**config.mk**
```make
export PLATFORM = sky130hd
export DESIGN_NAME = keypad_scanner
export DESIGN_NICKNAME = d
export VERILOG_FILES = /design/src/rtl/keypad_pkg.sv /design/src/rtl/keypad_key_decode.sv /design/src/rtl/keypad_scanner.sv
export SDC_FILE = /design/constraint.sdc
export NUM_CORES = 1
export LEC_CHECK = 0
export CAP_MARGIN = 20
export CORE_ASPECT_RATIO = 0.75
export CORE_MARGIN = 2
export CORE_UTILIZATION = 60
export CTS_CLUSTER_DIAMETER = 100
export DETAILED_ROUTE_END_ITERATION = 10
export GPL_ROUTABILITY_DRIVEN = 0
export PLACE_DENSITY = 0.85
export SYNTH_ARGS = -nofsm -noshare
export SYNTH_HDL_FRONTEND = slang
export SYNTH_SLANG_ARGS = --single-unit
```
**constraint.sdc**
```tcl
create_clock -name clk -period 3.8 [get_ports clk]
set_input_delay 0.76 -clock clk [delete_from_list [all_inputs] [get_ports clk]]
set_output_delay 0.76 -clock clk [all_outputs]
set_load 0.02 [all_outputs]
```
**src/rtl/keypad_pkg.sv**
```systemverilog
// keypad_pkg: shared types and constants for the 4x4 keypad scanner.
//   state_t     - scanner FSM states
//   NUM_ROWS/COLS - matrix dimensions
//   KEY_MAP     - key code per [row][col], row 0 is the top row
//   col_drive   - active-low one-hot column drive for a column index
//   lowest_low_row - index of the lowest-numbered row reading low
package keypad_pkg;

  localparam int NUM_ROWS = 4;
  localparam int NUM_COLS = 4;

  typedef enum logic [1:0] {
    SCAN             = 2'd0,
    DEBOUNCE_PRESS   = 2'd1,
    HELD             = 2'd2,
    DEBOUNCE_RELEASE = 2'd3
  } state_t;

  // Keypad legend, row 0 first: 1 2 3 A / 4 5 6 B / 7 8 9 C / E 0 F D
  localparam logic [3:0] KEY_MAP [NUM_ROWS][NUM_COLS] = '{
    '{4'h1, 4'h2, 4'h3, 4'hA},
    '{4'h4, 4'h5, 4'h6, 4'hB},
    '{4'h7, 4'h8, 4'h9, 4'hC},
    '{4'hE, 4'h0, 4'hF, 4'hD}
  };

  function automatic logic [NUM_COLS-1:0] col_drive(input logic [1:0] col);
    return ~(4'b0001 << col);
  endfunction

  // Only meaningful when at least one row is low; row 3 is the fallback.
  function automatic logic [1:0] lowest_low_row(input logic [NUM_ROWS-1:0] rows_n);
    if (!rows_n[0])      return 2'd0;
    else if (!rows_n[1]) return 2'd1;
    else if (!rows_n[2]) return 2'd2;
    else                 return 2'd3;
  endfunction

endpackage

```
**src/rtl/keypad_key_decode.sv**
```systemverilog
// keypad_key_decode: combinational lookup of a key code from the latched
// row/column position.
//   i_row_idx - row index of the pressed key (0 = top row)
//   i_col_idx - column index of the pressed key (0 = leftmost column)
//   o_code    - 4-bit key code from KEY_MAP
module keypad_key_decode
  import keypad_pkg::*;
(
  input  logic [1:0] i_row_idx,
  input  logic [1:0] i_col_idx,
  output logic [3:0] o_code
);

  assign o_code = KEY_MAP[i_row_idx][i_col_idx];

endmodule

```
**src/rtl/keypad_scanner.sv**
```systemverilog
// keypad_scanner: drives the columns of a 4x4 matrix keypad one at a time,
// samples the (already synchronized) active-low rows at the end of each
// column dwell, and debounces both press and release.
//   clk       - system clock
//   reset     - synchronous, active-high reset
//   rows_n    - keypad rows, active-low
//   cols_n    - column drive, active-low one-hot (registered)
//   key_code  - code of the most recently accepted key
//   key_valid - one-cycle pulse when a press is accepted
//   key_held  - high while the accepted key stays pressed (through release debounce)
//   dbg_state - current FSM state, for observation only
module keypad_scanner
  import keypad_pkg::*;
#(
  parameter logic [15:0] SCAN_DIV        = 16'd4800,
  parameter logic [21:0] DEBOUNCE_CYCLES = 22'd2400000
) (
  input  logic                clk,
  input  logic                reset,
  input  logic [NUM_ROWS-1:0] rows_n,
  output logic [NUM_COLS-1:0] cols_n,
  output logic [3:0]          key_code,
  output logic                key_valid,
  output logic                key_held,
  output state_t              dbg_state
);

  state_t              r_state;
  logic [1:0]          r_col_idx;
  logic [1:0]          r_row_idx;
  logic [NUM_COLS-1:0] r_cols_n;
  logic [15:0]         r_dwell;
  logic [21:0]         r_debounce;
  logic [3:0]          r_key_code;
  logic                r_key_valid;
  logic                r_key_held;

  logic       w_any_low;
  logic [1:0] w_low_row;
  logic       w_row_low;
  logic [1:0] w_next_col;
  logic [3:0] w_code;

  assign w_any_low  = ~&rows_n;
  assign w_low_row  = lowest_low_row(rows_n);
  // Once a key is latched only its own row matters; other rows are ignored.
  assign w_row_low  = ~rows_n[r_row_idx];
  assign w_next_col = r_col_idx + 2'd1;

  keypad_key_decode u_decode (
    .i_row_idx (r_row_idx),
    .i_col_idx (r_col_idx),
    .o_code    (w_code)
  );

  always_ff @(posedge clk) begin
    if (reset) begin
      r_state     <= SCAN;
      r_col_idx   <= 2'd0;
      r_row_idx   <= 2'd0;
      r_cols_n    <= 4'b1110;
      r_dwell     <= 16'd0;
      r_debounce  <= 22'd0;
      r_key_code  <= 4'h0;
      r_key_valid <= 1'b0;
      r_key_held  <= 1'b0;
    end else begin
      r_key_valid <= 1'b0;
      case (r_state)
        SCAN: begin
          if (r_dwell == SCAN_DIV - 16'd1) begin
            r_dwell <= 16'd0;
            if (w_any_low) begin
              // Column stays where it is: it is part of the latched key.
              r_row_idx  <= w_low_row;
              r_debounce <= 22'd0;
              r_state    <= DEBOUNCE_PRESS;
            end else begin
              r_col_idx <= w_next_col;
              r_cols_n  <= col_drive(w_next_col);
            end
          end else begin
            r_dwell <= r_dwell + 16'd1;
          end
        end

        DEBOUNCE_PRESS: begin
          if (!w_row_low) begin
            // Glitch: drop it and move on to the next column.
            r_debounce <= 22'd0;
            r_dwell    <= 16'd0;
            r_col_idx  <= w_next_col;
            r_cols_n   <= col_drive(w_next_col);
            r_state    <= SCAN;
          end else if (r_debounce == DEBOUNCE_CYCLES - 22'd1) begin
            r_debounce  <= 22'd0;
            r_key_code  <= w_code;
            r_key_valid <= 1'b1;
            r_key_held  <= 1'b1;
            r_state     <= HELD;
          end else begin
            r_debounce <= r_debounce + 22'd1;
          end
        end

        HELD: begin
          if (!w_row_low) begin
            r_debounce <= 22'd0;
            r_state    <= DEBOUNCE_RELEASE;
          end
        end

        DEBOUNCE_RELEASE: begin
          if (w_row_low) begin
            // Bounce back to pressed: same key, no new pulse.
            r_debounce <= 22'd0;
            r_state    <= HELD;
          end else if (r_debounce == DEBOUNCE_CYCLES - 22'd1) begin
            r_debounce <= 22'd0;
            r_dwell    <= 16'd0;
            r_key_held <= 1'b0;
            r_col_idx  <= w_next_col;
            r_cols_n   <= col_drive(w_next_col);
            r_state    <= SCAN;
          end else begin
            r_debounce <= r_debounce + 22'd1;
          end
        end

        default: r_state <= SCAN;
      endcase
    end
  end

  assign cols_n    = r_cols_n;
  assign key_code  = r_key_code;
  assign key_valid = r_key_valid;
  assign key_held  = r_key_held;
  assign dbg_state = r_state;

endmodule

```
==> summary.md <==
| Metric | Value |
|---|---|
| Setup bufs post-CTS | `0` |
| Worst Tran Pin Value | `between 0.8 and 0.9 ns` |
| Nets | `around 380` |
| ANT cells | `0` |
| DP Area | `between 3000 and 4000 um^2` |
| Sequential element share of the synthesized area | `about 36%` |
| Avg WL per Cell | `15.0 um` |
| Post-synth EDFFs | `0` |
| R2r setup slk | `just under 1 ns` |
| Pwr dens | `roughly 310 nW/um^2` |
| Crit path launch type | `flop` |
| Synthesis-stage register bit count | `54` |
| # setup viols final | `0` |
| Worst-path maximum fanout | `31` |
| Worst Path Arrival | `about 3.1 ns` |
| Fin crit share | `73.9%` |
| Switching power | `about 220 uW` |
| Reg2reg path depth | `6` |
| Hold buffers post-CTS | `0` |
| Initial core utilization | `61.7%` |
| Unrepaired setup endpoints after global routing | `no` |
| Routed Antenna Nets | `0` |
| Worst hold path type | `flop to flop` |
| Drt via density | `between 6 and 7` |
| Required @ worst endpoint | `approximately 4.0 ns` |
| Final WL | `6.50 mm` |
| CP Launch Point | `r_debounce[0]$_SDFFE_PP0P_` |
| Peak VDD IR | `between 200 and 300 uV` |
| Max-Cap Viols | `0` |
| Final hold violation count | `0` |
| Initial antenna violation count | `0` |
| Capturing point of the worst reg2reg path | `r_dwell[10]$_SDFFE_PP0P_` |
| Clock power share | `between 30% and 40%` |
| Total grt overflow | `0` |
| Clk buf depth | `2` |
| Status | `complete, no violations` |
| Power Internal | `around 780 uW` |
| Core area | `4870 um^2` |
| I/O pins | `18` |
| Area grow syn2layout | `8.49%` |
| Max-slew violations | `0` |
| Mapped Area | `approximately 3000 um^2` |
| Total GRT Usage | `between 20% and 30%` |
| Die Y | `~65 um` |
| Vias in the first global route | `2,424` |
| Synth Instances | `approximately 370` |
| Final cell count without fillers | `about 430` |
| Post-route cell area | `between 3000 and 4000 um^2` |
| Yosys cell types | `60` |
| Logic pwr share | `about 3.6%` |
| First-pass GRT wire length | `11.2 mm` |
| Maximum number of pins on one net before global-route repair | `37` |
| Pleak | `0.000928 uW` |
| DRC Markers | `0` |
| Synth Area per Inst | `about 8 um^2` |
| Synth warnings | `0` |
| Clock Skew | `just over 0.009 ns` |
| Die Area | `between 5000 and 6000 um^2` |
| Share of power burned in registers | `roughly 58%` |
| Worst-skew pair later-pin latency | `approximately 0.31 ns` |
| Commonest non-fill, non-tap cells in the layout | `54 x dfxtp_1, 46 x a21oi_1, 24 x or3_1, 24 x o21ai_0, 23 x nand3_1` |
| Setup TNS | `0 ns` |
| Vias | `between 2k and 3k` |
| Inst Count DP | `about 420` |
| Clock Tree Root | `clkbuf_8` |
| DR iter-0 viols | `approximately 200` |
| Fillers | `approximately 400` |
| Syn_nets | `between 300 and 400` |
| H-tree Lvls | `2` |
| Clock transition at path regs | `approximately 0.10 ns` |
| CP Capture Type | `flop` |
| Row cnt | `22` |
| CTS tree | `done` |
| Max Fclk | `356 MHz` |
| Worst slew margin | `44.7%` |
| CP endpoint | `r_dwell[10]$_SDFFE_PP0P_` |
| Critical path class | `flop to flop` |
| Hold WS | `a little under 0.5 ns` |
| Pre-antenna DRT Iters | `5` |
| IO Port Bufs | `17` |
| Layout cells sized above 1 | `about 6%` |
| Commonest non-fill, non-tap cell in the layout | `dfxtp_1` |
| Sw Share | `21.7%` |
| Power Total | `between 900 and 1000 uW` |
| Num CTS Buffers | `5` |
| Die W | `about 86 um` |
| Post-cts sizing count | `0` |
| Fin crit period | `2.81 ns` |
| DP Wirelength | `around 4.4 mm` |
| Post-synth ARST share | `0%` |
| Clk sink count | `between 50 and 60` |
| Ys flop type | `dfxtp_1` |
| Reg-to-Reg Start | `r_debounce[0]$_SDFFE_PP0P_` |
## per-layer routing
layer	track usage, %	up-vias	part of all wire, %
met2	38.1	78	43
li1	-	1409	-
met3	4.27	10	4.8
met1	35.0	1308	51
met4	6.94	0	1.2
met5	0	-	0
## through the flow
step	setup slack (ns)	util (%)
detailed placement	0.658	64.7
global placement	0.719	64.7
finish	0.994	67.0
floorplan	1.43	-
global route	0.769	67.0
CTS	1.00	67.0
## registers in the layout, indices dropped and copies added (netlist names), named ones only
register / count
key_code: 4
dbg_state: 1
cols_n: 4
key_held: 1
key_valid: 1
r_dwell: 16
r_col_idx: 2
r_debounce: 22
r_row_idx: 2
## area by class of cell
| cell class | instances | area (um^2) | area share, % |
|---|---|---|---|
| repair buffers | 18 | 178 | 5.44 |
| clock inverters | 2 | 37.5 | 1.15 |
| well taps | 60 | 75.1 | 2.30 |
| clock buffers | 6 | 72.6 | 2.22 |
| flip-flops and latches | 54 | 1080 | 33.1 |
| multi-input cells | 281 | 1780 | 54.5 |
| inverters | 11 | 41.3 | 1.27 |
## cell usage after synthesis (2+ instances only)
cell type  count  share of area [%]
dfxtp_1       54                 36
a21oi_1       46                7.7
o21ai_0       24                4.0
or3_1         24                5.0
nand3_1       23                3.8
nand2_1       22                2.7
nor2_1        18                2.2
o31ai_1       14                3.5
or4_1         14                3.5
nand4_1       12                2.5
inv_1         11                1.4
clkbuf_1       8                1.0
buf_2          7                1.2
o21ai_1        7                1.2
and4_1         6                1.7
ha_1           6                2.5
nor3_1         5               0.83
and3_1         4               0.83
mux2i_1        4                1.3
a211oi_1       3               0.75
buf_6          3                1.1
or2_2          3               0.62
a22oi_1        2               0.50
a311oi_1       2               0.58
a31oi_1        2               0.42
a41oi_1        2               0.58
nand2b_1       2               0.42
nor4_1         2               0.42
nor4bb_1       2               0.67
o211a_1        2               0.67
o211ai_1       2               0.50
o21a_1         2               0.50
## how the worst min path moves through the flow
stage / from / end / slack [ns] / cells past startpoint
floorplan: r_debounce[21]$_SDFFE_PP0P_ / r_debounce[21]$_SDFFE_PP0P_ / 0.46 / 2
detailed placement: cols_n[0]$_SDFFE_PP0P_ / cols_n[0]$_SDFFE_PP0P_ / 0.48 / 2
global route: cols_n[0]$_SDFFE_PP0P_ / cols_n[0]$_SDFFE_PP0P_ / 0.53 / 2
CTS: cols_n[0]$_SDFFE_PP0P_ / cols_n[0]$_SDFFE_PP0P_ / 0.50 / 2
global placement: cols_n[0]$_SDFFE_PP0P_ / cols_n[0]$_SDFFE_PP0P_ / 0.47 / 2
finish: cols_n[0]$_SDFFE_PP0P_ / cols_n[0]$_SDFFE_PP0P_ / 0.49 / 2
## logic make-up after synthesis
family          share of synthesized area (%)
mux                                      2.08
compound gates                           24.3
buf+inv                                  4.95
xor+xnor                                0.832
flops                                    35.9
simple gates                             29.4
fa+ha+maj                                2.50
## power groups by stage
stage	clock, uW	sequential (uW)	combinational (uW)
after global routing	422	575	38.5
after detailed placement	0	587	35.6
after global placement	0	587	34.5
after CTS	397	574	35.6
final	388	574	35.7
after floorplan	0	587	20.6
## worst max-delay path: stages (launching register included)
cell,delay [ns]
dfxtp_1,0.40
ha_1,0.26
nand4_1,0.16
or3_1,0.59
o21a_1,0.56
or4_1,0.62
a21oi_1,0.14
Note: power is estimated with default switching activity, not from simulation.
